===== src/rtl/bus_arbiter_if.sv =====
// Bundles the ibus, dbus and shared memory-bus signals of bus_arbiter.
// slave = arbiter view; master = CPU/memory environment view.
interface bus_arbiter_if #(
  parameter int ADDR_W = 64,
  parameter int DATA_W = 64
);
  logic                  ireq_valid;
  logic [ADDR_W-1:0]     ireq_addr;
  logic                  iresp_addr_ok;
  logic                  iresp_data_ok;
  logic [31:0]           iresp_data;

  logic                  dreq_valid;
  logic [ADDR_W-1:0]     dreq_addr;
  logic [2:0]            dreq_size;
  logic [DATA_W/8-1:0]   dreq_strobe;
  logic [DATA_W-1:0]     dreq_data;
  logic                  dresp_addr_ok;
  logic                  dresp_data_ok;
  logic [DATA_W-1:0]     dresp_data;

  logic                  mreq_valid;
  logic [ADDR_W-1:0]     mreq_addr;
  logic [2:0]            mreq_size;
  logic [DATA_W/8-1:0]   mreq_strobe;
  logic [DATA_W-1:0]     mreq_data;
  logic                  mresp_addr_ok;
  logic                  mresp_data_ok;
  logic [DATA_W-1:0]     mresp_data;

  modport slave (
    input  ireq_valid, ireq_addr,
    output iresp_addr_ok, iresp_data_ok, iresp_data,
    input  dreq_valid, dreq_addr, dreq_size, dreq_strobe, dreq_data,
    output dresp_addr_ok, dresp_data_ok, dresp_data,
    output mreq_valid, mreq_addr, mreq_size, mreq_strobe, mreq_data,
    input  mresp_addr_ok, mresp_data_ok, mresp_data
  );

  modport master (
    output ireq_valid, ireq_addr,
    input  iresp_addr_ok, iresp_data_ok, iresp_data,
    output dreq_valid, dreq_addr, dreq_size, dreq_strobe, dreq_data,
    input  dresp_addr_ok, dresp_data_ok, dresp_data,
    input  mreq_valid, mreq_addr, mreq_size, mreq_strobe, mreq_data,
    output mresp_addr_ok, mresp_data_ok, mresp_data
  );
endinterface


===== src/rtl/bus_arbiter.sv =====
// Arbitrates ibus/dbus onto one memory bus, one transaction in flight, 2-cycle min latency; mreq held until mresp_addr_ok.
// Define BUS_ARB_RR_EN for alternating (round-robin) priority; default is fixed dbus priority.
module bus_arbiter #(
  parameter int ADDR_W = 64,
  parameter int DATA_W = 64
) (
  input  logic         clk,
  input  logic         rst,
  bus_arbiter_if.slave bus
);
  localparam int STRB_W = DATA_W / 8;
  localparam logic OWN_I = 1'b0;
  localparam logic OWN_D = 1'b1;

  typedef enum logic [1:0] {
    S_IDLE = 2'd0,
    S_REQ  = 2'd1,
    S_WAIT = 2'd2
  } state_t;

  state_t              r_state;
  logic                r_owner;
  logic                r_mreq_valid;
  logic [ADDR_W-1:0]   r_mreq_addr;
  logic [2:0]          r_mreq_size;
  logic [STRB_W-1:0]   r_mreq_strobe;
  logic [DATA_W-1:0]   r_mreq_data;

  logic                w_any_req;
  logic                w_grant_d;
  logic                w_addr_fire;
  logic                w_data_fire;
  logic [31:0]         w_iword;

  assign w_any_req = bus.ireq_valid | bus.dreq_valid;

`ifdef BUS_ARB_RR_EN
  logic r_prio_d;

  assign w_grant_d = bus.dreq_valid & (~bus.ireq_valid | r_prio_d);

  // The port that just finished yields priority on the next conflict.
  always_ff @(posedge clk or negedge rst) begin
    if (!rst) begin
      r_prio_d <= 1'b1;
    end else if (w_data_fire) begin
      r_prio_d <= (r_owner == OWN_I);
    end
  end
`else
  assign w_grant_d = bus.dreq_valid;
`endif

  always_ff @(posedge clk or negedge rst) begin
    if (!rst) begin
      r_state       <= S_IDLE;
      r_owner       <= OWN_I;
      r_mreq_valid  <= 1'b0;
      r_mreq_addr   <= '0;
      r_mreq_size   <= '0;
      r_mreq_strobe <= '0;
      r_mreq_data   <= '0;
    end else begin
      case (r_state)
        S_IDLE: begin
          if (w_any_req) begin
            r_state      <= S_REQ;
            r_mreq_valid <= 1'b1;
            if (w_grant_d) begin
              r_owner       <= OWN_D;
              r_mreq_addr   <= bus.dreq_addr;
              r_mreq_size   <= bus.dreq_size;
              r_mreq_strobe <= bus.dreq_strobe;
              r_mreq_data   <= bus.dreq_data;
            end else begin
              r_owner       <= OWN_I;
              r_mreq_addr   <= bus.ireq_addr;
              r_mreq_size   <= 3'b010;
              r_mreq_strobe <= '0;
              r_mreq_data   <= '0;
            end
          end
        end
        S_REQ: begin
          // data_ok without addr_ok is stray and ignored here.
          if (bus.mresp_addr_ok) begin
            r_mreq_valid <= 1'b0;
            r_state      <= bus.mresp_data_ok ? S_IDLE : S_WAIT;
          end
        end
        S_WAIT: begin
          if (bus.mresp_data_ok) begin
            r_state <= S_IDLE;
          end
        end
        default: begin
          r_state      <= S_IDLE;
          r_mreq_valid <= 1'b0;
        end
      endcase
    end
  end

  assign w_addr_fire = rst & (r_state == S_REQ) & bus.mresp_addr_ok;
  assign w_data_fire = rst & bus.mresp_data_ok &
                       ((r_state == S_WAIT) | ((r_state == S_REQ) & bus.mresp_addr_ok));

  assign w_iword = r_mreq_addr[2] ? bus.mresp_data[63:32] : bus.mresp_data[31:0];

  assign bus.iresp_addr_ok = w_addr_fire & (r_owner == OWN_I);
  assign bus.iresp_data_ok = w_data_fire & (r_owner == OWN_I);
  assign bus.iresp_data    = w_iword;
  assign bus.dresp_addr_ok = w_addr_fire & (r_owner == OWN_D);
  assign bus.dresp_data_ok = w_data_fire & (r_owner == OWN_D);
  assign bus.dresp_data    = bus.mresp_data;

  assign bus.mreq_valid    = r_mreq_valid;
  assign bus.mreq_addr     = r_mreq_addr;
  assign bus.mreq_size     = r_mreq_size;
  assign bus.mreq_strobe   = r_mreq_strobe;
  assign bus.mreq_data     = r_mreq_data;

`ifndef SYNTHESIS
  a_single_data_ok: assert property (@(posedge clk) disable iff (!rst)
    !(bus.iresp_data_ok && bus.dresp_data_ok));
  a_req_hold: assert property (@(posedge clk) disable iff (!rst)
    (r_state == S_REQ && !bus.mresp_addr_ok) |=> (r_mreq_valid && $stable(r_mreq_addr)));
`endif
endmodule


===== src/flat_wrapper.sv =====
// flat-port wrapper written by rule: the top's interface ports become plain ports
module bus_arbiter_flat 
#(
  parameter int ADDR_W = 64,
  parameter int DATA_W = 64
)
  (clk, rst, bus_ireq_valid, bus_ireq_addr, bus_iresp_addr_ok, bus_iresp_data_ok, bus_iresp_data, bus_dreq_valid, bus_dreq_addr, bus_dreq_size, bus_dreq_strobe, bus_dreq_data, bus_dresp_addr_ok, bus_dresp_data_ok, bus_dresp_data, bus_mreq_valid, bus_mreq_addr, bus_mreq_size, bus_mreq_strobe, bus_mreq_data, bus_mresp_addr_ok, bus_mresp_data_ok, bus_mresp_data);
  bus_arbiter_if #(.ADDR_W(ADDR_W), .DATA_W(DATA_W)) bus_i ();
  input  logic clk;
  input  logic rst;
  input wire logic [$bits(bus_i.ireq_valid)-1:0] bus_ireq_valid;
  input wire logic [$bits(bus_i.ireq_addr)-1:0] bus_ireq_addr;
  output wire logic [$bits(bus_i.iresp_addr_ok)-1:0] bus_iresp_addr_ok;
  output wire logic [$bits(bus_i.iresp_data_ok)-1:0] bus_iresp_data_ok;
  output wire logic [$bits(bus_i.iresp_data)-1:0] bus_iresp_data;
  input wire logic [$bits(bus_i.dreq_valid)-1:0] bus_dreq_valid;
  input wire logic [$bits(bus_i.dreq_addr)-1:0] bus_dreq_addr;
  input wire logic [$bits(bus_i.dreq_size)-1:0] bus_dreq_size;
  input wire logic [$bits(bus_i.dreq_strobe)-1:0] bus_dreq_strobe;
  input wire logic [$bits(bus_i.dreq_data)-1:0] bus_dreq_data;
  output wire logic [$bits(bus_i.dresp_addr_ok)-1:0] bus_dresp_addr_ok;
  output wire logic [$bits(bus_i.dresp_data_ok)-1:0] bus_dresp_data_ok;
  output wire logic [$bits(bus_i.dresp_data)-1:0] bus_dresp_data;
  output wire logic [$bits(bus_i.mreq_valid)-1:0] bus_mreq_valid;
  output wire logic [$bits(bus_i.mreq_addr)-1:0] bus_mreq_addr;
  output wire logic [$bits(bus_i.mreq_size)-1:0] bus_mreq_size;
  output wire logic [$bits(bus_i.mreq_strobe)-1:0] bus_mreq_strobe;
  output wire logic [$bits(bus_i.mreq_data)-1:0] bus_mreq_data;
  input wire logic [$bits(bus_i.mresp_addr_ok)-1:0] bus_mresp_addr_ok;
  input wire logic [$bits(bus_i.mresp_data_ok)-1:0] bus_mresp_data_ok;
  input wire logic [$bits(bus_i.mresp_data)-1:0] bus_mresp_data;
  assign bus_i.ireq_valid = bus_ireq_valid;
  assign bus_i.ireq_addr = bus_ireq_addr;
  assign bus_iresp_addr_ok = bus_i.iresp_addr_ok;
  assign bus_iresp_data_ok = bus_i.iresp_data_ok;
  assign bus_iresp_data = bus_i.iresp_data;
  assign bus_i.dreq_valid = bus_dreq_valid;
  assign bus_i.dreq_addr = bus_dreq_addr;
  assign bus_i.dreq_size = bus_dreq_size;
  assign bus_i.dreq_strobe = bus_dreq_strobe;
  assign bus_i.dreq_data = bus_dreq_data;
  assign bus_dresp_addr_ok = bus_i.dresp_addr_ok;
  assign bus_dresp_data_ok = bus_i.dresp_data_ok;
  assign bus_dresp_data = bus_i.dresp_data;
  assign bus_mreq_valid = bus_i.mreq_valid;
  assign bus_mreq_addr = bus_i.mreq_addr;
  assign bus_mreq_size = bus_i.mreq_size;
  assign bus_mreq_strobe = bus_i.mreq_strobe;
  assign bus_mreq_data = bus_i.mreq_data;
  assign bus_i.mresp_addr_ok = bus_mresp_addr_ok;
  assign bus_i.mresp_data_ok = bus_mresp_data_ok;
  assign bus_i.mresp_data = bus_mresp_data;
  bus_arbiter #(.ADDR_W(ADDR_W), .DATA_W(DATA_W)) u_core (.clk(clk), .rst(rst), .bus(bus_i));
endmodule

===== config.mk =====
export PLATFORM = sky130hd
export DESIGN_NAME = bus_arbiter_flat
export DESIGN_NICKNAME = d
export VERILOG_FILES = /design/src/rtl/bus_arbiter_if.sv /design/src/rtl/bus_arbiter.sv /design/src/flat_wrapper.sv
export SDC_FILE = /design/constraint.sdc
export NUM_CORES = 1
export LEC_CHECK = 0
export CORE_AREA = 5 5 198 200
export CTS_CLUSTER_DIAMETER = 60
export DETAILED_ROUTE_END_ITERATION = 6
export DIE_AREA = 0 0 203 205
export HOLD_SLACK_MARGIN = 0.15
export PLACE_DENSITY = 0.58
export SLEW_MARGIN = 20
export SYNTH_ARGS = -nofsm -noshare
export SYNTH_HDL_FRONTEND = slang
export SYNTH_SLANG_ARGS = --single-unit
export TNS_END_PERCENT = 30

===== constraint.sdc =====
create_clock -name clk -period 1.4 [get_ports clk]
set_input_delay 0.14 -clock clk [delete_from_list [all_inputs] [get_ports clk]]
set_output_delay 0.14 -clock clk [all_outputs]
set_load 0.005 [all_outputs]

### Word level (Yosys, flattened, before mapping)

Index checks and enable logic that the tools add are counted.

| word-level totals | value |
|---|---|
| bits in registers | 143 |
| bits in latches | 0 |
| bits in writable memories | 0 |
| memory bits (read-only) | 0 |
| memories kept | 0 |

| cells by class | value |
|---|---|
| add/sub/neg operators | 0 |
| multipliers | 0 |
| divide/modulo/power cells | 0 |
| order comparisons | 0 |
| equal/unequal tests | 5 |
| shifts and indexed selects | 0 |
| mux-type cells | 14 |
| bitwise logic cells | 13 |
| reduce and logical (&&, ||, !) cells | 4 |

Operators by type and width:

| kind | count |
|---|---|
| 64-bit two-way mux | 2 |
| 32-bit two-way mux | 1 |
| 1-bit AND | 9 |
| 2-bit two-way mux | 4 |
| 8-bit two-way mux | 1 |
| 2-bit one-hot mux with 3 select lines | 1 |
| 3-bit AND reduction | 2 |
| 2-bit != test, second input constant | 2 |
| 1-bit two-way mux | 3 |
| 3-bit two-way mux | 1 |
| 1-bit one-hot mux with 3 select lines | 1 |
| 2-bit by 1-bit equality test with 1-bit output, second input constant | 1 |
| 2-bit equality test, second input constant | 1 |
| 2-bit logical NOT | 1 |
| 2-bit by 1-bit != test with 1-bit output, second input constant | 1 |
| 1-bit NOT | 2 |
| 1-bit OR | 2 |
| 2-bit AND reduction | 1 |

### Depth between registers and ports, before layout

| logic depth | value |
|---|---|
| depth in word-level cells | 5 |
| mapped depth | 6 |
| gate-level depth less buffers | 3 |

### Least setup slack after synthesis

No wires, ideal clock.

| path | value |
|---|---|
| kind | reg2reg |
| from | register u_core.r_state[0] |
| to | register u_core.r_mreq_addr[54] (netlist: u_core.bus.mreq_addr[54]) |
| arrival time | 1296 ps |
| data required time | 1275 ps |
| path slack | -21 ps |
| stages on the path, launching flop included | 6 |
| buffers on the path | 2 |
| period minus slack after synthesis | 1421 ps |
| cell sequence | dfrtp_1 -> nor2_1 -> o21a_1 -> buf_6 -> buf_6 -> mux2_4 |

| on the way | value |
|---|---|
| cells in the longest elaborated chain, start to end | 2 |

Ends and longest elaborated chain:

| element | line | source |
|---|---|---|
| start, declared | bus_arbiter.sv:21 | `state_t r_state;` |
| start signal, assigned | bus_arbiter.sv:88 | `r_state <= bus.mresp_data_ok ? S_IDLE : S_WAIT;` |
| 2-bit logical NOT | bus_arbiter.sv:64 | `case (r_state)` |
| 2-bit AND reduction (no source line) | -- |  |
| end signal, assigned | bus_arbiter.sv:71 | `r_mreq_addr <= bus.dreq_addr;` |
| end signal, assigned | bus_arbiter.sv:77 | `r_mreq_addr <= bus.ireq_addr;` |
| end, declared | bus_arbiter.sv:24 | `logic [ADDR_W-1:0] r_mreq_addr;` |

No other way between the ends.
A chain may end at the register's enable or synchronous reset.

### Final worst setup path

| path | value |
|---|---|
| from | register u_core.r_mreq_addr[2] (netlist: u_core.bus.mreq_addr[2]) |
| to | output port bus_iresp_data[0] |

| on the way | value |
|---|---|
| cells in the longest elaborated chain, start to end | 1 |

Ends and longest elaborated chain:

| element | line | source |
|---|---|---|
| 32-bit two-way mux | bus_arbiter.sv:108 | `assign w_iword = r_mreq_addr[2] ? bus.mresp_data[63:32] : bus.mresp_data[31:0];` |
| end, declared | flat_wrapper.sv:15 | `output wire logic [$bits(bus_i.iresp_data)-1:0] bus_iresp_data;` |

No other way between the ends.

==> run metrics <==
status=finished with violations; violated checks=negative setup slack; DR WL/cell=about 20 um; drt first pass iters=4; final hold vios=0; slew margin rel.=between 40 and 50%; filler cell count=3712; Tcrit/Tclk final=126.8%; Global Route Usage Sum=13.81%; Sw Share=~30%; CTS Buf Count=17; Final nets=1287; largest net degree at the start of global routing=~140; PwrDens=1725 nW/um^2; std cell rows=71; post-synth top area cell=dfrtp_1; antenna viol nets, final=0; vias in the first global route=6881; Yosys reg bits=about 140; RSZ-0062 raised after global routing=yes; drc violations=0; gr ovfl total=0; Worst Hold Class=in -> reg; Synth cell types=23; Clock Root Buffer=clkbuf_16; most common cell in the netlist=dfrtp_1; Ports=513; pre-CTS WS=-372.1 ps; Total Power=0.02363 W; Finished Layout Cells=about 1500; Primary FF master, synth=dfrtp_1; CP arrival=1640 ps; drt initial violations=154; Area Growth Syn to Fin=86.86%; layout cell share with drive strength beyond 1=32.52%; Pint=0.01645 W; Chip Width=between 200 and 250 um; Post-Syn Nets=770; ys async rst share=100.0%; first-pass GRT wire length=43160 um; die area=41620 sq um; Required @ worst endpoint=around 1300 ps; Final min period=1775 ps; GP Congestion=0.8144; Longest Clk Path Bufs=2; Setup Skew=5.890 ps; CP startpoint=u_core.bus.mreq_addr[2]; hpwl dp=22860 um; hold path startpoint=bus_dreq_valid; final wirelength=30080 um; H-tree levels=4; Syn Std Cell Area=7333 sq um; Layout Utilization=36.81%; Post-synth EDFFs=0; Final setup violation count=176; Worst VDD drop=~0.71 mV; Clock Power Share=between 20% and 30%; most frequent cells after synthesis=dfrtp_1 (143), mux2_4 (109), a22o_1 (74); Synth top area share=48.80%; fmax=563.4 MHz; Setup Crit Path Kind=reg -> out; net switching power=0.007178 W; clock transition at the registers of the reported paths=roughly 60 ps; final worst setup slack=-375.1 ps; Avg Cell Area, Syn=14.76 sq um; CP endpoint kind=output pin; clock tree from TritonCTS=done; Synthesis Warnings=0; Setup crit start kind=flip-flop; initial antenna violation count=2; core box area=37220 sq um; Port Buffers=512; CP Max Fanout=6; placed cell count=1436; Critical R2R Launch=u_core.r_state[0]; TritonCTS sink count=approximately 140; actual slew at the worst max-slew pin=787.1 ps; Gate power share=50.1%; Syn Inst Count=497; Vias=6091; Pleak=6.430 nW; worst skew pair latency=between 400 and 500 ps; Die Y=205 um; Vias/cell=4.055; Seq/Total Area, Yosys=48.80%; Seq pwr share=29.9%; Initial Util=between 10% and 20%; top cells by area, synth=dfrtp_1 (49%), mux2_4 (22%), a22o_1 (8.8%); Pins Over Slew Limit=0; max_cap viols=0
cell families (layout without fill, tap and decap cells):
| family | after synthesis | count (layout) | synth area share [%] |
|---|---|---|---|
| AO/OA/AOI/OAI | 81 | 82 | 9.435 |
| buffers and inverters | 101 | 630 | 10.68 |
| flip-flops | 143 | 143 | 48.80 |
| multiplexers | 160 | 160 | 30.15 |
| other | 0 | 1 | 0 |
| AND/OR/NAND/NOR | 12 | 12 | 0.9386 |
flip-flops by register name (all words and copies together) (netlist names):
signal / flops
u_core.bus.mreq_strobe: 8
u_core.r_state: 2
u_core.bus.mreq_size: 3
u_core.r_owner: 1
u_core.bus.mreq_valid: 1
u_core.bus.mreq_data: 64
u_core.bus.mreq_addr: 64
worst paths after layout:
kind | endpoint | slack (ps) | cells past startpoint
min in group asynchronous | u_core.bus.mreq_data[18] | 500 | 3
worst max register to register | u_core.bus.mreq_addr[8] | -210 | 5
max in group asynchronous | u_core.bus.mreq_addr[2] | 310 | 3
worst max-delay path | bus_iresp_data[0] | -380 | 5
worst min-delay path | u_core.bus.mreq_valid | 240 | 4
worst min register to register | u_core.bus.mreq_valid | 480 | 2
worst max-delay path, cell delays in order, from the launching register on:
cell and delay, ps:
dfrtp_2 410, buf_6 140, buf_16 140, buf_12 120
mux2_2 270, buf_6 120
stage by stage:
stage | instance area [sq um] | setup TNS [ps] | hold WS (ps)
floorplan | 7340 | -264.3 | -155.6
global placement | 12850 | -28970 | -65.13
detailed placement | 12850 | -29340 | -64.62
CTS | 13660 | -24120 | 209.5
global route | 13700 | -35960 | 230.6
finish | 13700 | -26380 | 242.8
per-layer routing:
layer  global-route usage (%)  part of all wire, %  vias to the layer above
li1                         -                    -                     2790
met4                    4.437                  1.9                        0
met3                    4.923                  7.8                       28
met2                    25.59                   53                      290
met1                    14.60                   37                     2983
met5                        0                    0                        -
cell usage in the layout, fill, tap and decap left out, drive strengths merged:
cell type        n
inv              4
clkbuf          21
and4b            1
nor3b            1
nor2             2
buf            134
a21o             1
clkdlybuf4s50  314
clkinvlp         4
mux2           160
dlygate4sd3      2
nand2            4
dlygate4sd2    144
dfrtp          143
bufinv           3
nor2b            1
a22o            74
and4             1
a2bb2oi          1
o21a             2
dlymetal6s2s     1
o21ai            4
clkinv           3
nand3b           1
diode            1
and2             1
cell type report:
type	count	area [sq um]	area share (%)
timing repair buffer	596	5803	42.35
sequential	143	3581	26.13
multi-input combinational	254	3110	22.70
tap	474	593.1	4.328
clock buffer	20	446.7	3.260
clock inverter	12	158.9	1.160
inverter	2	7.507	0.05478
antenna	1	2.502	0.01826
power groups by stage:
| stage | logic (W) | clock network (W) | registers (W) |
|---|---|---|---|
| after floorplan | 0.00483 | 0 | 0.00723 |
| after global placement | 0.0117 | 0 | 0.00714 |
| after detailed placement | 0.0118 | 0 | 0.00715 |
| after CTS | 0.0120 | 0.00490 | 0.00709 |
| after global routing | 0.0126 | 0.00506 | 0.00732 |
| final | 0.0118 | 0.00472 | 0.00707 |
repair_timing:
item	4_1_cts	5_1_grt
setup endpoints to repair	326	186
hold endpoints to repair	143	0
resized for setup	348	32
buffers inserted	22	5
pin swaps	60	20
cloned	7	0
hold buffers	2	0
No activity file was read; power rests on OpenSTA's default activity.
